`config.mk`:
```
export PLATFORM = sky130hd
export DESIGN_NAME = feature_aggregator
export DESIGN_NICKNAME = d
export VERILOG_FILES = /design/src/rtl/biometrics_pkg.sv /design/src/rtl/feature_aggregator.sv
export SDC_FILE = /design/constraint.sdc
export NUM_CORES = 1
export LEC_CHECK = 0
export ABC_AREA = 1
export CORE_MARGIN = 2
export CORE_UTILIZATION = 35
export DETAILED_ROUTE_END_ITERATION = 12
export PLACE_DENSITY = 0.49
export SLEW_MARGIN = 20
export SYNTH_ARGS = -nofsm -noshare
export SYNTH_HDL_FRONTEND = slang
export SYNTH_SLANG_ARGS = --single-unit
```
`constraint.sdc`:
```
create_clock -name clk_in -period 12.3 [get_ports clk_in]
set_input_delay 3.69 -clock clk_in [delete_from_list [all_inputs] [get_ports clk_in]]
set_output_delay 3.69 -clock clk_in [all_outputs]
set_load 0.1 [all_outputs]
```
`src/rtl/biometrics_pkg.sv`:
```
// Shared encodings for the biometrics feature path.
// Mode codes, aggregator states and a width helper.
package biometrics_pkg;

  localparam logic [1:0] MODE_OFF     = 2'b00;
  localparam logic [1:0] MODE_STREAM  = 2'b01;
  localparam logic [1:0] MODE_AVERAGE = 2'b10;
  localparam logic [1:0] MODE_RSVD    = 2'b11;

  typedef enum logic [1:0] {
    ST_COLLECT = 2'd0,
    ST_DRAIN   = 2'd1,
    ST_EMIT    = 2'd2
  } state_t;

  function automatic int clog2_min1(input int v);
    return (v < 2) ? 1 : $clog2(v);
  endfunction

endpackage

```
`src/rtl/feature_aggregator.sv`:
```
// Collects DCT frames, keeps a coefficient window, streams or averages it.
// Optional FEATURE_LAST_EN adds feature_last_out on the final word.
module feature_aggregator
  import biometrics_pkg::*;
#(
  parameter int N_DCT      = 32,
  parameter int FIRST_COEF = 1,
  parameter int NUM_COEFFS = 12,
  parameter int DATA_WIDTH = 16,
  parameter int LOG_FRAMES = 2
) (
  input  logic                  clk_in,
  input  logic                  rst_in,
  input  logic [1:0]            mode_in,
  input  logic [DATA_WIDTH-1:0] dct_data_in,
  input  logic                  dct_valid_in,
  input  logic                  dct_last_in,
  output logic                  dct_ready_out,
  input  logic                  feature_ready_in,
  output logic                  feature_valid_out,
  output logic [31:0]           feature_data_out,
`ifdef FEATURE_LAST_EN
  output logic                  feature_last_out,
`endif
  output logic                  frame_error_out
);

  localparam int IW = clog2_min1(N_DCT);
  localparam int SW = clog2_min1(NUM_COEFFS);
  localparam int AW = DATA_WIDTH + LOG_FRAMES;
  localparam int CW = LOG_FRAMES + 1;

  localparam logic [IW-1:0] FIRST_I  = IW'(FIRST_COEF);
  localparam logic [IW-1:0] KEEP_END = IW'(FIRST_COEF + NUM_COEFFS - 1);
  localparam logic [IW-1:0] LAST_IDX = IW'(N_DCT - 1);
  localparam logic [SW-1:0] LAST_SLOT = SW'(NUM_COEFFS - 1);
  localparam logic [CW-1:0] FULL = CW'(1 << LOG_FRAMES);

  state_t          state;
  logic [IW-1:0]   idx;
  logic [SW-1:0]   slot;
  logic [SW-1:0]   out_idx;
  logic [CW-1:0]   cnt;
  logic [CW-1:0]   ncnt;
  logic [1:0]      mode_lat;
  logic [1:0]      prev_mode;
  logic [1:0]      cur_mode;
  logic            beat;
  logic            keep;
  logic            restart;

  logic signed [DATA_WIDTH-1:0] fbuf [NUM_COEFFS];
  logic signed [DATA_WIDTH-1:0] fv   [NUM_COEFFS];
  logic signed [AW-1:0]         acc  [NUM_COEFFS];
  logic signed [AW-1:0]         word;

  assign dct_ready_out     = (state != ST_EMIT);
  assign feature_valid_out = (state == ST_EMIT);
  assign feature_data_out  = feature_valid_out ? 32'(word) : '0;

`ifdef FEATURE_LAST_EN
  assign feature_last_out = feature_valid_out && (out_idx == LAST_SLOT);
`endif

  // Beat decode, kept-window test and the frame as it would stand after this beat
  always_comb begin
    beat     = dct_valid_in && dct_ready_out;
    keep     = (idx >= FIRST_I) && (idx <= KEEP_END);
    slot     = SW'(idx - FIRST_I);
    cur_mode = (idx == '0) ? mode_in : mode_lat;
    restart  = (prev_mode != MODE_AVERAGE) || (cnt == '0);
    ncnt     = restart ? CW'(1) : cnt + CW'(1);
    for (int i = 0; i < NUM_COEFFS; i++) begin
      fv[i] = (keep && slot == SW'(i)) ? dct_data_in : fbuf[i];
    end
    word = (mode_lat == MODE_AVERAGE) ? (acc[out_idx] >>> LOG_FRAMES)
                                      : acc[out_idx];
  end

  // Frame sequencing, accumulation and output word stepping
  always_ff @(posedge clk_in) begin
    if (rst_in) begin
      state           <= ST_COLLECT;
      idx             <= '0;
      cnt             <= '0;
      mode_lat        <= MODE_OFF;
      prev_mode       <= MODE_OFF;
      out_idx         <= '0;
      frame_error_out <= 1'b0;
      for (int i = 0; i < NUM_COEFFS; i++) begin
        acc[i]  <= '0;
        fbuf[i] <= '0;
      end
    end else begin
      frame_error_out <= 1'b0;
      unique case (state)
        ST_COLLECT: begin
          if (beat) begin
            if (idx == '0) mode_lat <= mode_in;
            if (keep) fbuf[slot] <= dct_data_in;
            if (dct_last_in && idx != LAST_IDX) begin
              frame_error_out <= 1'b1;
              idx             <= '0;
            end else if (!dct_last_in && idx == LAST_IDX) begin
              frame_error_out <= 1'b1;
              idx             <= '0;
              state           <= ST_DRAIN;
            end else if (idx == LAST_IDX) begin
              idx       <= '0;
              prev_mode <= cur_mode;
              unique case (cur_mode)
                MODE_STREAM: begin
                  for (int i = 0; i < NUM_COEFFS; i++)
                    acc[i] <= AW'(fv[i]);
                  cnt   <= '0;
                  state <= ST_EMIT;
                end
                MODE_AVERAGE: begin
                  for (int i = 0; i < NUM_COEFFS; i++)
                    acc[i] <= restart ? AW'(fv[i])
                                      : acc[i] + AW'(fv[i]);
                  cnt <= ncnt;
                  if (ncnt == FULL) state <= ST_EMIT;
                end
                default: cnt <= '0;
              endcase
            end else begin
              idx <= idx + IW'(1);
            end
          end
        end
        ST_DRAIN: begin
          if (beat && dct_last_in) state <= ST_COLLECT;
        end
        ST_EMIT: begin
          if (feature_ready_in) begin
            if (out_idx == LAST_SLOT) begin
              out_idx <= '0;
              cnt     <= '0;
              state   <= ST_COLLECT;
              for (int i = 0; i < NUM_COEFFS; i++) acc[i] <= '0;
            end else begin
              out_idx <= out_idx + SW'(1);
            end
          end
        end
        default: state <= ST_COLLECT;
      endcase
    end
  end

endmodule

```
# After elaboration in Yosys (flattened, before gate mapping)
# Memories as Yosys holds them, arrays and structs flattened. A register that Yosys moved wholly into a read port is not among the register bits.
# Index checks and enable logic that the tools add are counted.
# totals
register_bits,19
ramBits,408
input_bits,23
out_inout_bits,35
elab_cells,251
memories,2
# classes
addsub,16
order_cmp,2
eq_ne,32
n_mux,121
bitwise,40
n_reduce_logical,31
# memory_table
name,depth,word_bits,read_ports,rd_ports_with_merged_regs,wr,line,rtl
acc,12,18,13,1,12,feature_aggregator.sv:54,logic signed [AW-1:0] acc [NUM_COEFFS];
fbuf,12,16,12,0,12,feature_aggregator.sv:52,logic signed [DATA_WIDTH-1:0] fbuf [NUM_COEFFS];
# op_table
cell,n
18-bit two-way mux,48
18-bit by 16-bit adder with 18-bit output,12
16-bit two-way mux,13
1-bit bitwise OR,36
32-bit two-way mux,1
1-bit two-way mux,31
3-bit two-way mux,8
4-bit == test (second input constant),5
2-bit two-way mux,9
1-bit logical AND,17
17-bit two-way mux,1
4-bit by 3-bit == test with 1-bit output (second input constant),4
4-bit two-way mux,4
2-bit inequality test (second input constant),8
16-bit OR reduction,1
5-bit two-way mux,3
4-bit by 2-bit == test with 1-bit output (second input constant),2
8-bit AND reduction,1
7-bit AND reduction,1
2-bit == test (second input constant),3
2-bit one-hot mux with 3 select lines,1
3-bit one-hot mux with 2 select lines,1
5-bit by 1-bit adder with 5-bit output (second input constant),1
5-bit == test (second input constant),1
other kinds (25),30

# Depth between registers and ports, before layout
# Gate-level depths: netlist (run 1).
# logic_depth
word_depth,14
depth_mapped,26
depth_no_buf,25

# Worst setup path after synthesis (run 1)
# Ideal clock, no wire load.
# synth_timing
path_type,input -> register
from,in mode_in[1]
to,mem acc[0][0] (netlist bit) (enable)
setup_time_ns,2.068
arrival_ns,9.386
required_time_ns,10.232
slack_ns,0.846
path_stages,10
path_buffers,1
cell_sequence,o21ai_0 inv_1 ha_1 inv_1 nor2_1 nand2_4 nand2_1 inv_2 clkbuf_1 nand3_1
# synth_rtl
item,line,rtl
"start, declared",feature_aggregator.sv:14,"input logic [1:0] mode_in,"
"end, declared",feature_aggregator.sv:54,

==> results.md, run 1 <==
- CTS sink count: 431
- CTS resizes: 0
- Routed WL per cell: 21.3 um
- Setup crit end kind: primary output
- Die width: 313 um
- Worst min path class: flip-flop to flip-flop
- Post-route cell area: 36900 sq um
- Worst EP arrival: 4.88 ns
- Number of nets with antenna violations after routing: 0
- Worst Path Required: 8.61 ns
- Synth top area cells: edfxtp_1, nand2_1, ha_1
- Area Growth Syn to Fin: 10.2%
- Clock transition at the registers of the reported paths: 0.06 ns
- GRT overflow: 0
- Final hold violations: 0
- Synthesized area per cell: 7.32 sq um
- CTS tree: yes
- Post-DP HPWL: 87.6 mm
- Flop2flop setup slack: 7.07 ns
- Yosys reg bits: 431
- Max-slew headroom: 27.3%
- Initial antenna violation count: 6
- Via density: 5.34
- CP Class: flip-flop to primary output
- Port Buffer Count: 57
- Post-CTS Setup Bufs: 0
- Via count: 31.2k
- Top FF cell, synth: edfxtp_1
- Nets@finish: 4777
- Seq/Total Area, Yosys: 38.0%
- I/O pin count: 58
- Fin util: 38.9%
- Total iterations of the first detailed-routing run: 7
- Post-route DRC violation count: 0
- Startpoint Class: flip-flop
- H-tree depth: 2
- Post-Syn Area: 33500 sq um
- Post-synth EDFFs: 408
- Setup TNS: 0 ns
- LEAKAGE: 16.5 nW
- GPL Wtd Cong: 0.939
- Outcome: finished clean
- Post-synth top area share: 36.6%
- Total Power: 4.04 mW
- Largest net degree at the start of global routing: 166
- Min Tclk post-route: 8.57 ns
- Max-cap violations: 0
- Total core area: 94900 sq um
- Async S/R FF share, synth: 0%
- Die Area: 98200 sq um
- CTS Buffer Depth: 3
- Worst Reg-to-Reg Cells: 12
- PwrDens: 110 nW/um^2
- RSZ-0062 raised after global routing: false
- Footprint of the multi-input gates: 18200 sq um
- Synth area leader: edfxtp_1
- Worst slew pin tran: 1.09 ns
- Clk_lat worst skew: 0.64 ns
- Std cell rows: 113
- Post-Synthesis Cells: 4578
- CP endpoint: feature_data_out[23]
- First-pass GRT wire length: 186 mm
- Root Buffer: clkbuf_16
- Die height: 313 um
- Fraction of layout cells with a size suffix above 1: 4.66%
- Initial Util: 35.3%
- Capturing point of the worst reg2reg path: acc[6][13]
- Worst r2r src: idx[1]
- Placed instance area: 35000 sq um
- Yosys warning count: 0
- Storage cell area: 12700 sq um
- Worst clock skew: 0.0287 ns
- F_max: 117 MHz
- Period Utilization, post-route: 69.6%
- Total GRT Usage: 25.1%
- Mapped Nets: 4831
- Detailed Route WL: 125 mm
- Vias in the first global route: 29.2k
- Fillcell total: 10.0k
- Slew Limit Fails: 0
- Hold buffer count at cts: 0
- Hold WS: 0.503 ns
- DR iter-0 viols: 2822
- Worst Path Max Fanout: 112
- Number of library cell types mapped by synthesis: 48
- Setup violations, final: 0
- IR drop worst, VDD: 94.1 uV
- Total CTS buffers: 56
flip-flops by register name (all words and copies together), names as in the netlist, named ones only:
signal / flops
mode_lat: 2
idx: 5
out_idx: 4
frame_error_out: 1
state: 2
acc: 216
prev_mode: 2
fbuf: 192
cnt: 3
cells in the mapped netlist, drive strengths merged (40+ instances only):
library cell     n
nor3            87
o21bai          40
a21oi          371
o211ai          40
nand2         1163
o21ai          506
nor2           647
buf            105
inv            412
xor2            49
nand3          216
clkbuf         105
ha             218
edfxtp         408
cell type report:
| cell class | count | area share (%) |
|---|---|---|
| multi-input cells | 3521 | 49.4 |
| clock buffers | 66 | 4.02 |
| inverters | 416 | 4.25 |
| well taps | 1265 | 4.29 |
| diodes | 1 | 0.00678 |
| repair buffers | 98 | 2.45 |
| clock inverters | 36 | 1.15 |
| flip-flops and latches | 431 | 34.5 |
placed cells by master, fill, tap and decap left out, drive strengths merged:
| cell type | count |
|---|---|
| nand2 | 1163 |
| nor2 | 647 |
| o21ai | 506 |
| edfxtp | 408 |
| inv | 408 |
| a21oi | 371 |
| ha | 218 |
| nand3 | 216 |
| nor3 | 87 |
| clkbuf | 66 |
| clkdlybuf4s50 | 57 |
| xor2 | 49 |
| buf | 41 |
| o21bai | 40 |
| o211ai | 40 |
| clkinv | 30 |
| xnor2 | 25 |
| nand4 | 25 |
| dfxtp | 23 |
| o22ai | 21 |
| a21o | 14 |
| or2 | 13 |
| nor4 | 13 |
| fa | 12 |
| and2 | 12 |
| o21a | 10 |
| a31oi | 9 |
| bufinv | 9 |
| o221ai | 8 |
| nand3b | 8 |
| nor3b | 6 |
| clkinvlp | 5 |
| o32ai | 4 |
| a211oi | 2 |
| o31ai | 2 |
| diode | 1 |
power breakdown:
| part | leakage, nW | switching (mW) | internal, mW | total, mW |
|---|---|---|---|---|
| Clock | 0.916 | 0.704 | 1.04 | 1.75 |
| Sequential | 4.40 | 0.0449 | 1.66 | 1.70 |
| Combinational | 11.2 | 0.416 | 0.178 | 0.593 |
| Total | 16.5 | 1.16 | 2.88 | 4.04 |
metrics by stage:
stage / std cells / worst slack [ns]
after floorplan: 4578 / 0.846
after global placement: 5731 / 4.13
after detailed placement: 5731 / 4.04
after CTS: 5833 / 3.44
after global routing: 5833 / 3.29
final: 5834 / 3.73
cell families (layout without fill, tap and decap cells):
| logic type | count (synthesis) | after routing | share of synthesized area (%) |
|---|---|---|---|
| AOI/OAI and AO/OA | 1027 | 1027 | 16.7 |
| xor gates and xnor gates | 74 | 74 | 1.94 |
| adders and majority gates | 230 | 230 | 8.86 |
| buffers and inverters | 626 | 616 | 7.71 |
| DFF | 431 | 431 | 38.0 |
| other | 0 | 1 | 0 |
| and+or+nand+nor | 2190 | 2190 | 26.8 |
critical path, stage by stage (launching register included):
cell	delay (ns)
dfxtp_4	0.35
buf_4	0.79
o21ai_0	0.20
a21oi_1	0.16
o21ai_0	0.17
o21ai_1	0.60
inv_1	0.10
nor2_1	0.57
clkdlybuf4s50_1	1.27
layer usage:
metal	vias to the layer above	track usage, %	wire length (um)
li1	15300	-	-
met1	14700	36.4	58900
met2	972	37.2	51700
met3	170	5.44	10100
met4	6	7.70	3840
met5	-	0	50
how the worst min path moves through the flow:
stage                          start         end  depth (start not counted)
after floorplan           out_idx[3]   flip-flop                          1
after global placement    out_idx[3]  out_idx[3]                          1
after detailed placement  out_idx[3]   flip-flop                          1
after CTS                 out_idx[3]  out_idx[3]                          1
after global routing      out_idx[3]   flip-flop                          1
final                     out_idx[3]  out_idx[3]                          1
Power figures use the tool's default switching activity.
==> run 2, diff against run 1 <==
clock period = 8.86 ns   (was 12.3 ns; I/O delays follow)
==> results.md, run 2 (synthesis results as in run 1) <==
- Delay-heaviest family, CP: buffers and inverters
- Worst Path Max Fanout: 61 (-46%)
- Via count: 31.1k (-0.22%)
- Setup crit end kind: primary output
- Startpoint Class: flip-flop
- Std cell rows: 113 (unchanged)
- Post-CTS Setup Bufs: 0 (unchanged)
- Vias in the first global route: 29.4k (+0.87%)
- CTS resizes: 0 (unchanged)
- Fillcell total: 9962 (-0.44%)
- H-tree depth: 2 (unchanged)
- Clk_lat worst skew: 0.64 ns (about the same)
- Detailed Route WL: 124 mm (-0.53%)
- Post-route DRC violation count: 0 (unchanged)
- PwrDens: 149 nW/um^2 (+36%)
- Fin util: 38.8% (-0.13 points)
- Setup violations, final: 0 (unchanged)
- Area Growth Syn to Fin: 9.80%
- Hold buffer count at cts: 0 (unchanged)
- Worst EP arrival: 4.85 ns (-0.03 ns)
- Routed WL per cell: 21.2 um (-0.65%)
- Final hold violations: 0 (unchanged)
- CP Class: flip-flop to primary output
- Most numerous cell on the critical path: nor2_1
- Max-cap violations: 0 (unchanged)
- Total core area: 94900 sq um (unchanged)
- Max-slew headroom: 22.4% (-4.9 points)
- CTS Buffer Depth: 3 (unchanged)
- Worst Path Required: 6.20 ns (-2.41 ns)
- CTS sink count: 431 (unchanged)
- CTS tree: yes
- Worst clock skew: 0.0191 ns (-0.00958 ns)
- CP Cell Sequence: clkinv_2 -> buf_4 -> nor2_1 -> nor2_1 -> o21ai_0 -> o211ai_1 -> o21ai_0 -> o21ai_0 -> nor2_1 -> nor2_1 -> clkdlybuf4s50_1
- Biggest regs: acc: 216 flops, fbuf: 192 flops, idx: 5 flops
- I/O pin count: 58 (unchanged)
- Die height: 313 um (unchanged)
- Commonest non-fill, non-tap cell in the layout: nand2_1
- Setup ws final: 1.36 ns (-2.38 ns)
- Max FFs per register: 216 (unchanged)
- Post-DP HPWL: 88.0 mm (+0.42%)
- RSZ-0062 raised after global routing: false
- CP bufs+invs: 3 (unchanged)
- GRT overflow: 0 (unchanged)
- Worst path slowest cell: clkdlybuf4s50_1
- Total iterations of the first detailed-routing run: 5 (-2)
- GPL Wtd Cong: 0.922 (-1.8%)
- Die width: 313 um (unchanged)
- Root Buffer: clkbuf_16
- Slew Limit Fails: 0 (unchanged)
- Total CTS buffers: 56 (unchanged)
- Initial Util: 35.3% (unchanged)
- Via density: 5.32 (-0.34%)
- Total GRT Usage: 24.9% (-0.19 points)
- Setup TNS: 0 ns (unchanged)
- Clock transition at the registers of the reported paths: 0.06 ns (about the same)
- DR iter-0 viols: 2776 (-1.6%)
- LEAKAGE: 16.5 nW (about the same)
- Period Utilization, post-route: 84.7%
- Nets@finish: 4782 (+0.10%)
- Worst slew pin tran: 1.16 ns (+0.0739 ns)
- Initial antenna violation count: 9 (+3)
- Largest net degree at the start of global routing: 183 (+10%)
- Slowest stage delay, CP: 1.14 ns (-0.13 ns)
- Worst min path class: flip-flop to flip-flop
- Largest Register: acc
- Fraction of layout cells with a size suffix above 1: 5.01% (+0.34 points)
- Port Buffer Count: 57 (unchanged)
- Number of nets with antenna violations after routing: 0 (unchanged)
- F_max: 133 MHz
- Pre-CTS setup slack: 1.93 ns (-2.10 ns)
- IR drop worst, VDD: 128 uV (+36%)
- Outcome: finished clean
- Min Tclk post-route: 7.50 ns
- Die Area: 98200 sq um (unchanged)
- Commonest non-fill, non-tap cells in the layout: nand2_1, nor2_1, edfxtp_1
- First-pass GRT wire length: 185 mm (-0.41%)
run 2: changes by cell type in the layout (fill, tap and decap cells not counted), sizes merged:
cell           delta
buf              +20
clkdlybuf4s50    -15
clkbuf           +12
bufinv            -5
clkinv            -5
clkinvlp          -4
diode             +2
inv               +2
run 2: power by group:
part	internal, mW	switching, mW
Clock	1.32	0.964
Combinational	0.249	0.576
Sequential	2.30	0.0622
run 2: layout make-up:
cell class	count	area (sq um)	area share, %
multi-input cells	3521	18200	49.6
flip-flops and latches	431	12700	34.6
well taps	1265	1580	4.30
inverters	416	1570	4.26
clock buffers	78	1540	4.17
repair buffers	103	916	2.49
clock inverters	24	226	0.616
diodes	3	7.51	0.0204
run 2: worst paths after layout:
check	startpoint	end	slack, ns	cells after the start
worst min register to register	out_idx[3]	out_idx[3]	0.49	1
worst max-delay path	flip-flop	feature_data_out[11]	1.36	11
worst min-delay path	out_idx[3]	out_idx[3]	0.49	1
worst max register to register	idx[1]	acc[10][10]	3.94	13
run 2: per-layer routing:
metal,GRT usage [%],up-vias,share of wire [%]
met1,35.3,14600,46
met5,0,-,0.031
met2,38.2,985,43
met3,5.14,175,8.2
li1,-,15400,-
met4,7.45,6,3.1
run 2: stage by stage:
step | instance area (sq um) | std cells | total power, mW | hold WS (ns)
after global placement | 35000 | 5736 | 3.22 | 0.481
after floorplan | 33500 | 4578 | 2.94 | 0.436
after CTS | 36800 | 5838 | 5.50 | 0.487
after detailed placement | 35000 | 5736 | 3.22 | 0.474
final | 36800 | 5841 | 5.47 | 0.491
after global routing | 36800 | 5838 | 5.68 | 0.516
